--- config.mk ---
export PLATFORM = sky130hd
export DESIGN_NAME = mp3_frame_header_writer
export DESIGN_NICKNAME = d
export VERILOG_FILES = /design/src/rtl/mp3_frame_header_writer.sv
export SDC_FILE = /design/constraint.sdc
export NUM_CORES = 1
export LEC_CHECK = 0
export ABC_AREA = 1
export BUFFER_PORTS_ARGS = -buffer_cell sky130_fd_sc_hd__buf_2
export CAP_MARGIN = 20
export CORE_MARGIN = 4
export CORE_UTILIZATION = 45
export DETAILED_ROUTE_END_ITERATION = 8
export GPL_TIMING_DRIVEN = 1
export PLACE_DENSITY = 0.75
export SYNTH_ARGS = -nofsm -noshare
export SYNTH_HDL_FRONTEND = slang
export SYNTH_SLANG_ARGS = --single-unit
--- constraint.sdc ---
create_clock -name clk_in -period 4.6 [get_ports clk_in]
set_input_delay 0.92 -clock clk_in [delete_from_list [all_inputs] [get_ports clk_in]]
set_output_delay 0.92 -clock clk_in [all_outputs]
set_load 0.05 [all_outputs]
--- src/rtl/mp3_frame_header_writer.sv ---
// MPEG-1 Layer III frame header / CRC-16 / side-info byte serializer.
// Fields are captured on an accepted start; the header and side info are
// packed into one 288-bit shift register and streamed MSB first over a
// valid/ready handshake. For protected frames the CRC is computed serially
// from the packed register before the first byte is offered.
//
// state      | meaning
// -----------+-----------------------------------------------------------
// S_IDLE     | waiting for start_in
// S_CRC      | one CRC bit per cycle over header[15:0] + side info
// S_SEND_HDR | streaming the 4 header bytes
// S_SEND_CRC | streaming crc[15:8] then crc[7:0]
// S_SEND_SI  | streaming 17 (mono) or 32 (dual-channel) side-info bytes
// S_DONE     | one-cycle done pulse; a new start is accepted here too
module mp3_frame_header_writer (
  input  logic             clk_in,
  input  logic             rst_in,
  input  logic             start_in,
  input  logic             crc_en_in,
  input  logic [3:0]       bitrate_idx_in,
  input  logic [1:0]       samp_idx_in,
  input  logic             padding_in,
  input  logic             private_in,
  input  logic             copyright_in,
  input  logic             original_in,
  input  logic [1:0]       mode_in,
  input  logic [1:0]       mode_ext_in,
  input  logic [1:0]       emphasis_in,
  input  logic [8:0]       main_data_begin_in,
  input  logic [4:0]       private_bits_in,
  input  logic [7:0]       scfsi_in,
  input  logic [3:0][58:0] gc_info_in,
  output logic [7:0]       byte_out,
  output logic             byte_valid_out,
  input  logic             byte_ready_in,
  output logic             busy_out,
  output logic             done_out
);

  typedef enum logic [2:0] {
    S_IDLE,
    S_CRC,
    S_SEND_HDR,
    S_SEND_CRC,
    S_SEND_SI,
    S_DONE
  } state_t;

  state_t         state_q, state_d;
  logic [287:0]   sr_q;
  logic [15:0]    crc_q;
  logic [8:0]     bit_cnt_q;
  logic [4:0]     byte_cnt_q;
  logic           mono_q;
  logic           prot_q;

  logic           start_ok;
  logic           xfer;
  logic [31:0]    hdr_word;
  logic [255:0]   si_mono;
  logic [255:0]   si_stereo;
  logic [287:0]   sr_init;
  logic [8:0]     crc_idx;
  logic           crc_fb;
  logic [15:0]    crc_next;
  logic [8:0]     crc_last;
  logic [4:0]     si_last;

  // Pack the live input fields into the frame image loaded on start.
  always_comb begin
    hdr_word  = {12'hFFF, 1'b1, 2'b01, ~crc_en_in, bitrate_idx_in, samp_idx_in,
                 padding_in, private_in, mode_in, mode_ext_in,
                 copyright_in, original_in, emphasis_in};
    si_mono   = {main_data_begin_in, private_bits_in, scfsi_in[7:4],
                 gc_info_in[0], gc_info_in[2], 120'd0};
    si_stereo = {main_data_begin_in, private_bits_in[2:0], scfsi_in,
                 gc_info_in[0], gc_info_in[1], gc_info_in[2], gc_info_in[3]};
    sr_init   = {hdr_word, (mode_in == 2'b11) ? si_mono : si_stereo};
  end

  // Serial CRC step; the CRC covers sr_q[271:0] (header[15:0] onward), MSB first.
  always_comb begin
    crc_idx  = 9'd271 - bit_cnt_q;
    crc_fb   = crc_q[15] ^ sr_q[crc_idx];
    crc_next = {crc_q[14:0], 1'b0} ^ (crc_fb ? 16'h8005 : 16'h0000);
    crc_last = mono_q ? 9'd151 : 9'd271;
    si_last  = mono_q ? 5'd16 : 5'd31;
  end

  // A byte moves whenever a send state meets a ready consumer.
  assign xfer = byte_ready_in &&
                ((state_q == S_SEND_HDR) || (state_q == S_SEND_CRC) || (state_q == S_SEND_SI));

  // State register.
  always_ff @(posedge clk_in) begin
    if (rst_in) state_q <= S_IDLE;
    else        state_q <= state_d;
  end

  // Next-state decode and output generation.
  always_comb begin
    state_d        = state_q;
    byte_out       = 8'h00;
    byte_valid_out = 1'b0;
    busy_out       = 1'b1;
    done_out       = 1'b0;
    start_ok       = 1'b0;
    case (state_q)
      S_IDLE: begin
        busy_out = 1'b0;
        if (start_in) begin
          start_ok = 1'b1;
          state_d  = crc_en_in ? S_CRC : S_SEND_HDR;
        end
      end
      S_CRC: begin
        if (bit_cnt_q == crc_last) state_d = S_SEND_HDR;
      end
      S_SEND_HDR: begin
        byte_valid_out = 1'b1;
        byte_out       = sr_q[287:280];
        if (xfer && byte_cnt_q == 5'd3) state_d = prot_q ? S_SEND_CRC : S_SEND_SI;
      end
      S_SEND_CRC: begin
        byte_valid_out = 1'b1;
        byte_out       = byte_cnt_q[0] ? crc_q[7:0] : crc_q[15:8];
        if (xfer && byte_cnt_q == 5'd1) state_d = S_SEND_SI;
      end
      S_SEND_SI: begin
        byte_valid_out = 1'b1;
        byte_out       = sr_q[287:280];
        if (xfer && byte_cnt_q == si_last) state_d = S_DONE;
      end
      S_DONE: begin
        busy_out = 1'b0;
        done_out = 1'b1;
        state_d  = S_IDLE;
        if (start_in) begin
          start_ok = 1'b1;
          state_d  = crc_en_in ? S_CRC : S_SEND_HDR;
        end
      end
      default: state_d = S_IDLE;
    endcase
  end

  // Frame image, CRC accumulator and section counters.
  always_ff @(posedge clk_in) begin
    if (rst_in) begin
      sr_q       <= '0;
      crc_q      <= 16'hFFFF;
      bit_cnt_q  <= '0;
      byte_cnt_q <= '0;
      mono_q     <= 1'b0;
      prot_q     <= 1'b0;
    end else if (start_ok) begin
      sr_q       <= sr_init;
      crc_q      <= 16'hFFFF;
      bit_cnt_q  <= '0;
      byte_cnt_q <= '0;
      mono_q     <= (mode_in == 2'b11);
      prot_q     <= crc_en_in;
    end else begin
      if (state_q == S_CRC) begin
        crc_q     <= crc_next;
        bit_cnt_q <= bit_cnt_q + 9'd1;
      end
      // The CRC section reads crc_q, so the image only shifts in header/SI.
      if (xfer && (state_q != S_SEND_CRC)) sr_q <= {sr_q[279:0], 8'h00};
      if (state_d != state_q) byte_cnt_q <= '0;
      else if (xfer)          byte_cnt_q <= byte_cnt_q + 5'd1;
    end
  end

endmodule

==> results.cfg <==
[clock_tree]
clkLatencyLatePin_ns = 0.54
clock-sinks = 323
cts_resized = 0
ctsRootBufferMaster = clkbuf_16
cts_setup_buffers = 0
cts_buffer_depth = 3
cts_buffers = 37
cts_max_level = 2
tritoncts = built
ctsHoldBuffers = 0
clk_pin_slew_worst_paths_ns = 0.06

[yosys]
synth_async_sr_flop_share = 0
netlist_area_mm2 = 0.0173
synth_flop_cell = dfxtp_1
synth_edf_count = 0
synth.ff_latch_count = 323
synthMuxAreaShare = 0
synth_cells = 2517
synth_top_area_frac = 0.375
synth_area_leaders = dfxtp_1 (37%), nand2_1 (16%), a221oi_1 (6.4%), a31oi_1 (5.3%), o21ai_0 (4.9%)
yosys.area_share.simple = 0.248
yosysWarningCount = 0
synth.largest_area_cell = dfxtp_1
synthMostInstantiatedCell = nand2_1
syn-num-nets = 2801
ys_seq_area_frac = 0.375
synth_cell_type_count = 40
yosys-top-cells-count = nand2_1 (713), dfxtp_1 (323), inv_1 (177)
synth_xor_area_frac = 0.00406
synth_fa_ha_area_frac = 0.00363
synth_compound_area_frac = 0.271
synth_top_family_by_area = compound AO/OA/AOI/OAI gates
syn_area_per_cell_um2 = 6.86

[die]
row_count = 71
ios = 290
start_util = 0.457
dieWidth_um = 204
die_area_mm2 = 0.0415
die_h_um = 204
coreArea_mm2 = 0.0378

[route]
avgViaCountPerCell = 6.04
wl_per_cell_um = 19.7
drtIter0Drc = 2393
drtPass1Iterations = 6
wl_um = 63300
antenna_left = 0
num_vias = 19300
drc = 0

[sta]
rsz0062_at_grt = no
report.final.slew_viol_count = 59
setup-tns-final_ns = 0
hold_viol_final = 0
relSlewSlack = -0.0515
fin_skew_ns = 0.0172
final.min_clock_period_ns = 3.04
finalSetupViolations = 0
worstMarginPinSlew_ns = 1.58
max_freq_ghz = 0.329
fin_crit_sh = 0.661

[grt]
grt_pass1_vias = 18200
antenna_found_initial = 0
gr-total-overflow = 0
grt.met1_usage = 0.391
top_usage_layer = met2
grt_pass1_wl_um = 97900
globalRouteMet2Util = 0.455
grtUsageTotal = 0.287
grt_use_met3 = 0.0468
grt_max_degree = 229

[worst_setup_path]
critPathArrivalTime_ns = 2.12
r2r_cells = 16
critical_path_class = flop to output port
startpoint_type = flop
required_ns = 3.68
cp_max_fo = 8
crit_path_end_kind = output port
setup.reg_to_reg.worst_slack_ns = 1.58

[place]
placedInstanceArea_mm2 = 0.0187
io_buffers = 289
hpwl_um = 40400
place.gp.congestion = 0.891

[run_status]
violations = slew limit
outcome = finished, violations left

[cells_and_area]
final_util = 0.528
final_area_mm2 = 0.0199
diodes = 0
syn2layout_area_growth_pct = 15.6
nets = 2947
layout-drive-gt1-share = 0.162

[power_and_ir_drop]
p_per_area_mw_per_mm2 = 395
p_leak_nw = 7.65
ir_drop_uv = 237
power_mw = 7.88

[worst_hold_path]
hold_class = flop to flop
hold_depth = 2

[flow_run]
cap_violations = 0
power by group:
| part | internal (mW) | total (mW) | leakage (nW) | switching [mW] |
|---|---|---|---|---|
| combinational | 0.523 | 1.57 | 4.38 | 1.05 |
| clock | 1.79 | 3.06 | 0.613 | 1.27 |
| sequential | 3.07 | 3.25 | 2.66 | 0.181 |
cell type report:
cell class                 instances  area [µm²]
clock buffer                      51        1060
clock inverter                    17         173
fill                            3696       17800
inverter                         193         737
multi-input combinational       1791        9100
sequential                       323        6470
tap                              511         639
timing repair buffer             317        1760
cell families after synthesis:
logic type | after synthesis
AO/OA/AOI/OAI | 715
XOR/XNOR | 8
adder cells (fa/ha/maj) | 5
buffers and inverters | 403
flip-flops | 323
AND/OR/NAND/NOR | 1063
stage by stage:
step                hold slack [ns]  setup WS [ns]  instances
global route                  0.502           1.32       3203
CTS                           0.480           1.54       3203
floorplan                     0.436           1.80       2517
finish                        0.478           1.56       3203
global placement              0.458           1.57       3135
detailed placement            0.470           1.51       3135
sequential cells by signal (all words and copies together) (netlist names):
name,flops
byte_cnt_q,5
bit_cnt_q,9
crc_q,16
prot_q,1
sr_q,288
mono_q,1
state_q,3
placed cells by master, fill, tap and decap left out, drive strengths merged, types with 3 or more instances in the layout:
master and count:
a22oi 4, xor2 7, ha 5, clkbuf 51, inv 191, o21ai 175, nor4 4, a221oi 127
clkinv 16, dfxtp 323, a21oi 155, o22ai 4, nor2 165, o211ai 32, buf 317, a211oi 68
nand2 718, a31oi 145, nor3 8, nand3 166, bufinv 3
routing by layer:
metal  routed length (µm)  vias to the layer above  part of all wire
li1                     -                     8941                 -
met1                25800                     9087              0.41
met2                28900                     1143              0.46
met3                 6160                      170             0.097
met4                 2390                        0             0.038
met5                    0                        -                 0
worst paths after layout:
path / start / to
worst min-delay path: sr_q[279] / sr_q[279]
worst min register to register: sr_q[279] / sr_q[279]
worst max register to register: bit_cnt_q[0] / crc_q[2]
worst max-delay path: state_q[2] / byte_out[6]
worst max-delay path, stage by stage (launching register included):
cell and delay [ns]:
dfxtp_1 0.40, inv_2 0.10, nand2_2 0.12, nor2_1 0.08, nor2_1 0.41, o21ai_0 0.22, buf_2 0.26
No activity file was read; power rests on OpenSTA's default activity.
